File: src/rtl/img_capture_pkg.sv
`default_nettype none
// ============================================================================
//  Module   : img_capture_pkg
//  Purpose  : Shared widths, FSM state encoding and helpers for the
//             image-sensor frame capture block.
//  Revision : 1.0 - initial release
// ============================================================================
package img_capture_pkg;

  localparam int PixelWidth     = 12;
  localparam int WordWidth      = 16;
  localparam int LineCountWidth = 12;

  // Capture FSM encoding: fixed 3-bit codes so waveforms and external
  // status decoders see stable values.
  localparam int StateWidth = 3;
  typedef logic [StateWidth-1:0] capture_state_t;

  localparam logic [2:0] ST_IDLE         = 3'd0;
  localparam logic [2:0] ST_WAIT_FV_LOW  = 3'd1;
  localparam logic [2:0] ST_WAIT_FV_HIGH = 3'd2;
  localparam logic [2:0] ST_CAPTURE      = 3'd3;
  localparam logic [2:0] ST_DONE         = 3'd4;

  // A sensor pixel travels downstream zero-extended to the stream word width.
  function automatic logic [WordWidth-1:0] pixel_to_word(input logic [PixelWidth-1:0] pix);
    return {{(WordWidth-PixelWidth){1'b0}}, pix};
  endfunction

endpackage
`default_nettype wire

File: src/rtl/img_pixel_fifo.sv
`default_nettype none
// ============================================================================
//  Module   : img_pixel_fifo
//  Purpose  : Single-clock FIFO absorbing downstream backpressure for the
//             pixel stream. Depth must be a power of two (>= 4).
//             Pointers carry one extra wrap bit to tell full from empty.
//  Revision : 1.0 - initial release
// ============================================================================
module img_pixel_fifo
  import img_capture_pkg::*;
#(
  parameter int Depth = 16,
  parameter int Width = WordWidth
) (
  input  logic             clk,
  input  logic             rst_,
  input  logic             push,
  input  logic [Width-1:0] push_data,
  output logic             full,
  input  logic             pop,
  output logic [Width-1:0] pop_data,
  output logic             empty
);

  localparam int AddrWidth = $clog2(Depth);

  logic [Width-1:0]   mem [Depth];
  logic [AddrWidth:0] wr_ptr;
  logic [AddrWidth:0] rd_ptr;
  logic               do_push;
  logic               do_pop;

  // Full is judged on the registered pointers only, so a pop in the same
  // cycle never creates room for a push.
  assign empty    = (wr_ptr == rd_ptr);
  assign full     = (wr_ptr[AddrWidth] != rd_ptr[AddrWidth]) &&
                    (wr_ptr[AddrWidth-1:0] == rd_ptr[AddrWidth-1:0]);
  assign do_push  = push && !full;
  assign do_pop   = pop && !empty;
  assign pop_data = mem[rd_ptr[AddrWidth-1:0]];

  // Pointer update; reset empties the FIFO.
  always_ff @(posedge clk or negedge rst_) begin
    if (!rst_) begin
      wr_ptr <= '0;
      rd_ptr <= '0;
    end else begin
      if (do_push) wr_ptr <= wr_ptr + (AddrWidth+1)'(1);
      if (do_pop)  rd_ptr <= rd_ptr + (AddrWidth+1)'(1);
    end
  end

  // Storage array; contents are don't-care while empty, so no reset.
  always_ff @(posedge clk) begin
    if (do_push) mem[wr_ptr[AddrWidth-1:0]] <= push_data;
  end

endmodule
`default_nettype wire

File: src/rtl/img_frame_capture.sv
`default_nettype none
// ============================================================================
//  Module   : img_frame_capture
//  Purpose  : Captures one full sensor frame per trigger, zero-extends each
//             12-bit pixel to 16 bits and streams it out through a FIFO.
//             Reports pixel/line counts, first-line width and overflow.
//  Revision : 1.0 - initial release
// ============================================================================
module img_frame_capture
  import img_capture_pkg::*;
#(
  parameter int FifoDepth  = 16,
  parameter int MaxPixels  = 2304*1296,
  parameter int CountWidth = 22
) (
  input  logic                      clk,
  input  logic                      rst_,
  input  logic                      trigger,
  input  logic [PixelWidth-1:0]     img_d,
  input  logic                      img_fv,
  input  logic                      img_lv,
  output logic                      pix_valid,
  output logic [WordWidth-1:0]      pix_data,
  input  logic                      pix_ready,
  output logic                      busy,
  output logic                      done,
  output logic                      overflow,
  output logic [CountWidth-1:0]     pixel_count,
  output logic [LineCountWidth-1:0] line_count,
  output logic [LineCountWidth-1:0] line_width
);

  localparam logic [CountWidth-1:0] MaxCount = CountWidth'(MaxPixels);

  // Sensor inputs after one register stage, plus the previous S1 values.
  logic [PixelWidth-1:0] s1_d;
  logic                  s1_fv;
  logic                  s1_lv;
  logic                  s2_fv;
  logic                  s2_lv;

  capture_state_t state;
  capture_state_t state_nxt;

  logic fv_rise;
  logic fv_fall;
  logic lv_fall;
  logic start;
  logic in_frame;
  logic is_pixel;
  logic below_max;
  logic line_end;

  logic                      fifo_push;
  logic                      fifo_full;
  logic                      fifo_empty;
  logic [WordWidth-1:0]      fifo_head;
  logic                      pix_drop;
  logic [LineCountWidth-1:0] line_pix;
  logic                      first_line_done;

  // Register sensor pins once and keep a delayed copy for edge detection.
  always_ff @(posedge clk or negedge rst_) begin
    if (!rst_) begin
      s1_d  <= '0;
      s1_fv <= 1'b0;
      s1_lv <= 1'b0;
      s2_fv <= 1'b0;
      s2_lv <= 1'b0;
    end else begin
      s1_d  <= img_d;
      s1_fv <= img_fv;
      s1_lv <= img_lv;
      s2_fv <= s1_fv;
      s2_lv <= s1_lv;
    end
  end

  assign fv_rise = s1_fv && !s2_fv;
  assign fv_fall = !s1_fv && s2_fv;
  assign lv_fall = !s1_lv && s2_lv;
  assign start   = (state == ST_IDLE) && trigger;

  // The cycle of the fv rising edge already belongs to the frame, so a
  // pixel that coincides with it is not lost.
  assign in_frame  = (state == ST_CAPTURE) ||
                     ((state == ST_WAIT_FV_HIGH) && fv_rise);
  assign is_pixel  = in_frame && s1_fv && s1_lv;
  assign below_max = (pixel_count < MaxCount);
  assign fifo_push = is_pixel && below_max && !fifo_full;
  assign pix_drop  = is_pixel && below_max && fifo_full;
  // s2_fv rather than s1_fv: a line ending together with the frame counts.
  assign line_end  = in_frame && lv_fall && s2_fv;

  // Next-state logic of the capture sequencer.
  always_comb begin
    state_nxt = state;
    case (state)
      ST_IDLE:         if (trigger) state_nxt = ST_WAIT_FV_LOW;
      ST_WAIT_FV_LOW:  if (!s1_fv)  state_nxt = ST_WAIT_FV_HIGH;
      ST_WAIT_FV_HIGH: if (fv_rise) state_nxt = ST_CAPTURE;
      ST_CAPTURE:      if (fv_fall) state_nxt = ST_DONE;
      ST_DONE:                      state_nxt = ST_IDLE;
      default:                      state_nxt = ST_IDLE;
    endcase
  end

  // State register.
  always_ff @(posedge clk or negedge rst_) begin
    if (!rst_) state <= ST_IDLE;
    else       state <= state_nxt;
  end

  // Frame statistics: cleared on an accepted trigger, saturating otherwise.
  always_ff @(posedge clk or negedge rst_) begin
    if (!rst_) begin
      pixel_count     <= '0;
      line_count      <= '0;
      line_width      <= '0;
      line_pix        <= '0;
      first_line_done <= 1'b0;
      overflow        <= 1'b0;
    end else if (start) begin
      pixel_count     <= '0;
      line_count      <= '0;
      line_width      <= '0;
      line_pix        <= '0;
      first_line_done <= 1'b0;
      overflow        <= 1'b0;
    end else begin
      if (fifo_push) pixel_count <= pixel_count + CountWidth'(1);
      if (pix_drop)  overflow    <= 1'b1;
      if (line_end) begin
        if (line_count != '1) line_count <= line_count + LineCountWidth'(1);
        if (!first_line_done) begin
          line_width      <= line_pix;
          first_line_done <= 1'b1;
        end
        line_pix <= '0;
      end else if (is_pixel && (line_pix != '1)) begin
        line_pix <= line_pix + LineCountWidth'(1);
      end
    end
  end

  img_pixel_fifo #(
    .Depth (FifoDepth),
    .Width (WordWidth)
  ) u_fifo (
    .clk       (clk),
    .rst_      (rst_),
    .push      (fifo_push),
    .push_data (pixel_to_word(s1_d)),
    .full      (fifo_full),
    .pop       (pix_ready),
    .pop_data  (fifo_head),
    .empty     (fifo_empty)
  );

  // Stream is the FIFO head; data is forced to zero while nothing is held.
  assign pix_valid = !fifo_empty;
  assign pix_data  = fifo_empty ? '0 : fifo_head;
  assign busy      = (state != ST_IDLE);
  assign done      = (state == ST_DONE);

endmodule
`default_nettype wire
File: config.mk
export PLATFORM = sky130hd
export DESIGN_NAME = img_frame_capture
export DESIGN_NICKNAME = d
export VERILOG_FILES = /design/src/rtl/img_capture_pkg.sv /design/src/rtl/img_pixel_fifo.sv /design/src/rtl/img_frame_capture.sv
export SDC_FILE = /design/constraint.sdc
export NUM_CORES = 1
export LEC_CHECK = 0
export ABC_AREA = 1
export CORE_AREA = 2 2 171 173
export CTS_BUF_LIST = sky130_fd_sc_hd__clkbuf_4 sky130_fd_sc_hd__clkbuf_8
export DETAILED_ROUTE_END_ITERATION = 16
export DIE_AREA = 0 0 173 175
export MAX_ROUTING_LAYER = met4
export PLACE_DENSITY = 0.69
export SKIP_CTS_REPAIR_TIMING = 1
export SLEW_MARGIN = 20
export SYNTH_ARGS = -nofsm -noshare
export SYNTH_HDL_FRONTEND = slang
export SYNTH_SLANG_ARGS = --single-unit
File: constraint.sdc
create_clock -name clk -period 7.55 [get_ports clk]
set_clock_uncertainty 0.15 [all_clocks]
set_input_delay 0.755 -clock clk [delete_from_list [all_inputs] [get_ports clk]]
set_output_delay 0.755 -clock clk [all_outputs]
set_load 0.01 [all_outputs]
* Yosys cells after proc, flatten, opt, wreduce, memory -nomap -nowiden *
Memory sizes are Yosys's and may differ from the RTL's.
Index checks and enable logic that the tools add are counted.

storage, ports and cells
  register bits after elaboration = 89
  latch bits = 0
  RAM bits = 192
  memory bits (read-only) = 0
  output and inout bits = 66
  logic and storage cells = 90
  memories = 1

cells by class
  $add $sub $neg = 5
  $mul = 0
  divide/modulo/power cells = 0
  $lt $le $gt $ge = 1
  equal/unequal tests = 14
  shift operators = 0
  mux-type cells = 23
  bitwise gates (word level) = 0
  reduce and logical (&&, ||, !) cells = 32

memory list
  name        words  width  read ports  clocked after memory_dff  wr ports  line                  RTL
  u_fifo.mem  16     12     1           0                         1         img_pixel_fifo.sv:27  logic [Width-1:0] mem [Depth];

operator list
  kind                   count
  $mux 12                9
  $mux 22                2
  $add 12x1->12 const B  2
  $ne 12x12->1 const B   2
  $add 22x1->22 const B  1
  $lt 22x22->1 const B   1
  $logic_and 1x1->1      16
  $mux 16                1
  $mux 3                 4
  $pmux 3 s4             1
  $add 5x1->5 const B    2
  $ne 2x2->1 const B     5
  $reduce_bool 2->1      4
  $eq 3x2->1 const B     2
  $mux 1                 6
  $reduce_bool 3->1      2
  $eq 5x5->1             1
  $logic_not 1->1        5
  $eq 4x4->1             1
  $reduce_and 2->1       2
  $reduce_and 4->1       1
  $eq 3x1->1 const B     1
  $eq 3x3->1 const B     1
  $logic_not 3->1        1
  other kinds (2)        2

* Logic depth before layout (Yosys ltp) *
  depth in word-level cells = 11
  depth in mapped cells = 11
  mapped depth without buffers = 10

* Modules after synthesis *
Synthesis repeated with hierarchy kept, for this count alone.

second synthesis, totals
  cell total of the unflattened synthesis = 1,571
  area, all modules = 15,446.1 um^2

by module, submodules not included
  module             times used  cells an instance  area each (um^2)
  img_pixel_fifo     1           993                11,085.6
  img_frame_capture  1           578                4,360.4

* Worst setup path before layout *
Ideal clock, no wire load.

  kind = register -> register
  start point = register pixel_count[17]
  end point = memory u_fifo.mem[12][0] (netlist bit), enable pin
  setup time = 0.396 ns
  arrival time = 2.117 ns
  data required time = 7.004 ns
  setup slack = 4.887 ns
  cell stages (with the launch flop) = 10
  period minus slack after synthesis = 2.663 ns
  cell sequence = dfrtp_1 -> buf_2 -> nor2_1 -> nand2_1 -> nand2_1 -> nor2_2 -> nor2_8 -> nand2_8 -> buf_2 -> nor3_1

between the ends
  word-level cells in the longest chain between the ends = 6

ends and longest elaborated chain
  what                            line                      RTL
  from (decl)                     img_frame_capture.sv:28   output logic [CountWidth-1:0] pixel_count,
  from (signal assigned)          img_frame_capture.sv:131  if (fifo_push) pixel_count <= pixel_count + CountWidth'(1);
  $lt 22x22->1                    img_frame_capture.sv:89   assign below_max = (pixel_count < MaxCount);
  $logic_and 1x1->1 (2 in a row)  img_frame_capture.sv:90   assign fifo_push = is_pixel && below_max && !fifo_full;
  $logic_and 1x1->1               img_pixel_fifo.sv:38      assign do_push = push && !full;
  $mux 1                          img_pixel_fifo.sv:55      if (do_push) mem[wr_ptr[AddrWidth-1:0]] <= push_data;
  $mux 1 (not written as such)    img_pixel_fifo.sv:55
  to (decl)                       img_pixel_fifo.sv:27

Every way passes these cells.

* Worst setup path in the final report *
  start point = register u_fifo.rd_ptr[0]
  end point = output pix_data[11]

between the ends
  word-level cells in the longest chain between the ends = 2
  elaborated cells between the ends (all ways) = 3
  classes of those cells = eq/ne (1); mux (1); memory (1)

ends and longest elaborated chain
  what                                         line                      RTL
  from (decl)                                  img_pixel_fifo.sv:29      logic [AddrWidth:0] rd_ptr;
  from (signal assigned)                       img_pixel_fifo.sv:49      if (do_pop) rd_ptr <= rd_ptr + (AddrWidth+1)'(1);
  $mem_v2 16x12 or $eq 5x5->1 (tied branches)  --
  $mux 16 (*)                                  img_frame_capture.sv:162  assign pix_data = fifo_empty ? '0 : fifo_head;
  to (decl)                                    img_frame_capture.sv:23   output logic [WordWidth-1:0] pix_data,

Every way passes the cells marked *; elsewhere a longest branch is shown, timed or not.

==> results.cfg <==
[status]
outcome = complete, no violations

[yosys]
ys_ff_latch = 281
yosysWarnings = 0
seq_area_frac_synth_pct = 63.1
syn_area_um2 = 12700
synthArstFlopShare_pct = 31.7
syn_inst = 1316
synth_edf_count = 192
syn_avg_cell_area_um2 = 9.63
synth_cell_types = 37
ys_dominant_reg_cell = edfxtp_1

[critical_path]
crit_required_ns = 6.64
r2r_start = u_fifo.rd_ptr[0]
crit_path_start = u_fifo.rd_ptr[0]
path_cells = inv_2 > buf_4 > nand2_1 > nand2_1 > nor2_4 > nand3_2 > inv_1 > a21oi_1 > clkdlybuf4s50_1
rrSetupSlack_ns = 3.81
endpoint = pix_data[11]
startpoint_type = flop
arrival_ns = 3.61
r2r_cells = 8
crit_fanout = 55
rr_endpoint = u_fifo.mem[10][2]
crit_type = reg2out
critPathSlowestCell = inv_2
cpPeakStageDelay_ns = 0.64
cp-end-kind = output pin
cpMostUsedCell = nand2_1

[placed_design]
detailed_place_hpwl_um = 18000
place_congestion = 0.860
port_buffers = 79

[sta]
fmax_ghz = 0.221
rsz0062_at_grt = false
min_period_ns = 4.52
finalSetupViolations = 0
worstMarginPinSlew_ns = 1.02
finalHoldViolCount = 0
max_slew_margin_pct = 31.8
hold_slack_ns = 0.264
slew_viol_final = 0
period_share_pct = 59.8
setup_tns_ns = 0

[detailed_routing]
drtPass1Iterations = 5
drt_iter0_markers = 731
drc = 0
post_drt_via_cell_ratio = 5.05
via_count = 9221
routed_wl_um = 28600
detail-route-antenna-nets = 0
post_drt_wl_per_cell_um = 15.7

[layout]
final_cell_mix = nand2_1, edfxtp_1, nor2_1, nand3_1, dfrtp_1
final_common_cell = nand2_1
diodes = 0
drive_gt1_share_pct = 9.78
final_nets = 1432
fin_util_pct = 52.1
seq_area_um2 = 8000
fill_cells = 2558
multi_input_area_um2 = 4200
area_growth_pct = 16.8

[power_and_ir_drop]
power_w = 0.00463
power_density_nw_per_um2 = 313
ir_drop_mv = 0.144
power_leakage_nw = 6.03

[die]
start_util_pct = 44.6
rows = 62
fp.dieArea_um2 = 30300
die_y_um = 175
die_width_um = 173
core_area_um2 = 28400
ioPinCount = 84

[worst_hold_path]
hp-class = reg2reg

[cts]
clk_pin_slew_ns = 0.06
insertion_delay_ns = 0.57
ctsLongestPathBuffers = 3
cts_made_buffers = 46
cts_root_buf = clkbuf_8
cts.htree.levels = 2
cts_sinks = 281
tritoncts = yes

[global_routing]
track_usage_pct = 19.9
antenna_found_initial = 0
grt_max_degree = 100
grt_pass1_vias = 9230
grt_pass1_wl_um = 47300
gr-total-overflow = 0

[flow_run]
cap_violations = 0
==> worst max-delay path, delay by kind of cell (launching register included) <==
| family | cells | cell delay [ns] |
|---|---|---|
| AO/OA/AOI/OAI | 1 | 0.19 |
| buffers and inverters | 4 | 1.95 |
| flip-flops | 1 | 0.40 |
| AND/OR/NAND/NOR | 4 | 0.44 |
==> area by class of cell <==
cell class	count	area share (%)
sequential	281	54.1
clock inverter	11	0.431
timing repair buffer	92	6.01
inverter	77	1.99
clock buffer	73	5.86
tap	384	3.25
multi-input combinational	908	28.4
==> Yosys cell counts (9+ instances only) <==
| master | instances | area (µm²) |
|---|---|---|
| xor2_1 | 26 | 228 |
| edfxtp_1 | 192 | 5770 |
| buf_4 | 9 | 67.6 |
| clkbuf_1 | 18 | 67.6 |
| o21ai_0 | 66 | 330 |
| nor3_1 | 23 | 115 |
| inv_1 | 65 | 244 |
| nand3_1 | 97 | 485 |
| a21oi_1 | 13 | 65.1 |
| o21ai_1 | 21 | 105 |
| nor2_1 | 149 | 559 |
| dfrtp_1 | 89 | 2230 |
| buf_2 | 16 | 80.1 |
| inv_2 | 10 | 37.5 |
| nand2_1 | 460 | 1730 |
==> stage by stage <==
step           area [µm²]  setup WS, ns  cells
5_1_grt             14800          2.76   1826
3_5_place_dp        13800          3.60   1741
3_3_place_gp        13800          3.69   1741
4_1_cts             14700          2.98   1825
2_1_floorplan       12700          4.89   1319
6_report            14800          3.03   1826
==> report_power, final <==
part           switching, W  leakage (nW)  internal [W]  total (W)
clock network      0.000585         0.497      0.000731    0.00132
logic              0.000989          2.62      0.000517    0.00151
registers         0.0000868          2.91       0.00172    0.00181
==> cell families after synthesis <==
logic type	share of synthesized area, %
XOR/XNOR	2.21
AND/OR/NAND/NOR	25.0
adder cells (fa/ha/maj)	0.790
AO/OA/AOI/OAI	4.28
flip-flops	63.1
other	0.0296
buffers and inverters	4.55
==> metal layers <==
layer | up-vias | track usage [%] | wire length, µm
met1 | 4377 | 25.6 | 12700
met5 | - | - | 0
met2 | 281 | 32.4 | 13500
li1 | 4507 | - | -
met4 | 0 | 6.18 | 633
met3 | 56 | 3.57 | 1740
==> how the worst min path moves through the flow <==
stage	start	endpoint	slack, ns	cells after the start
final	s1_lv	s2_lv	0.26	0
after global routing	s1_lv	s2_lv	0.28	0
after CTS	rst_	u_fifo.wr_ptr[3]	-0.05	1
after detailed placement	s1_lv	s2_lv	0.25	0
after global placement	s1_lv	s2_lv	0.24	0
after floorplan	s1_lv	s2_lv	0.22	0
==> sequential cells by signal, summed over array words and instances (netlist names), 3 cells and up <==
register / flops
u_fifo.mem: 192
pixel_count: 22
line_count: 12
line_pix: 12
line_width: 12
s1_d: 12
u_fifo.rd_ptr: 5
u_fifo.wr_ptr: 5
state: 3
Note: power is estimated with default switching activity, not from simulation.
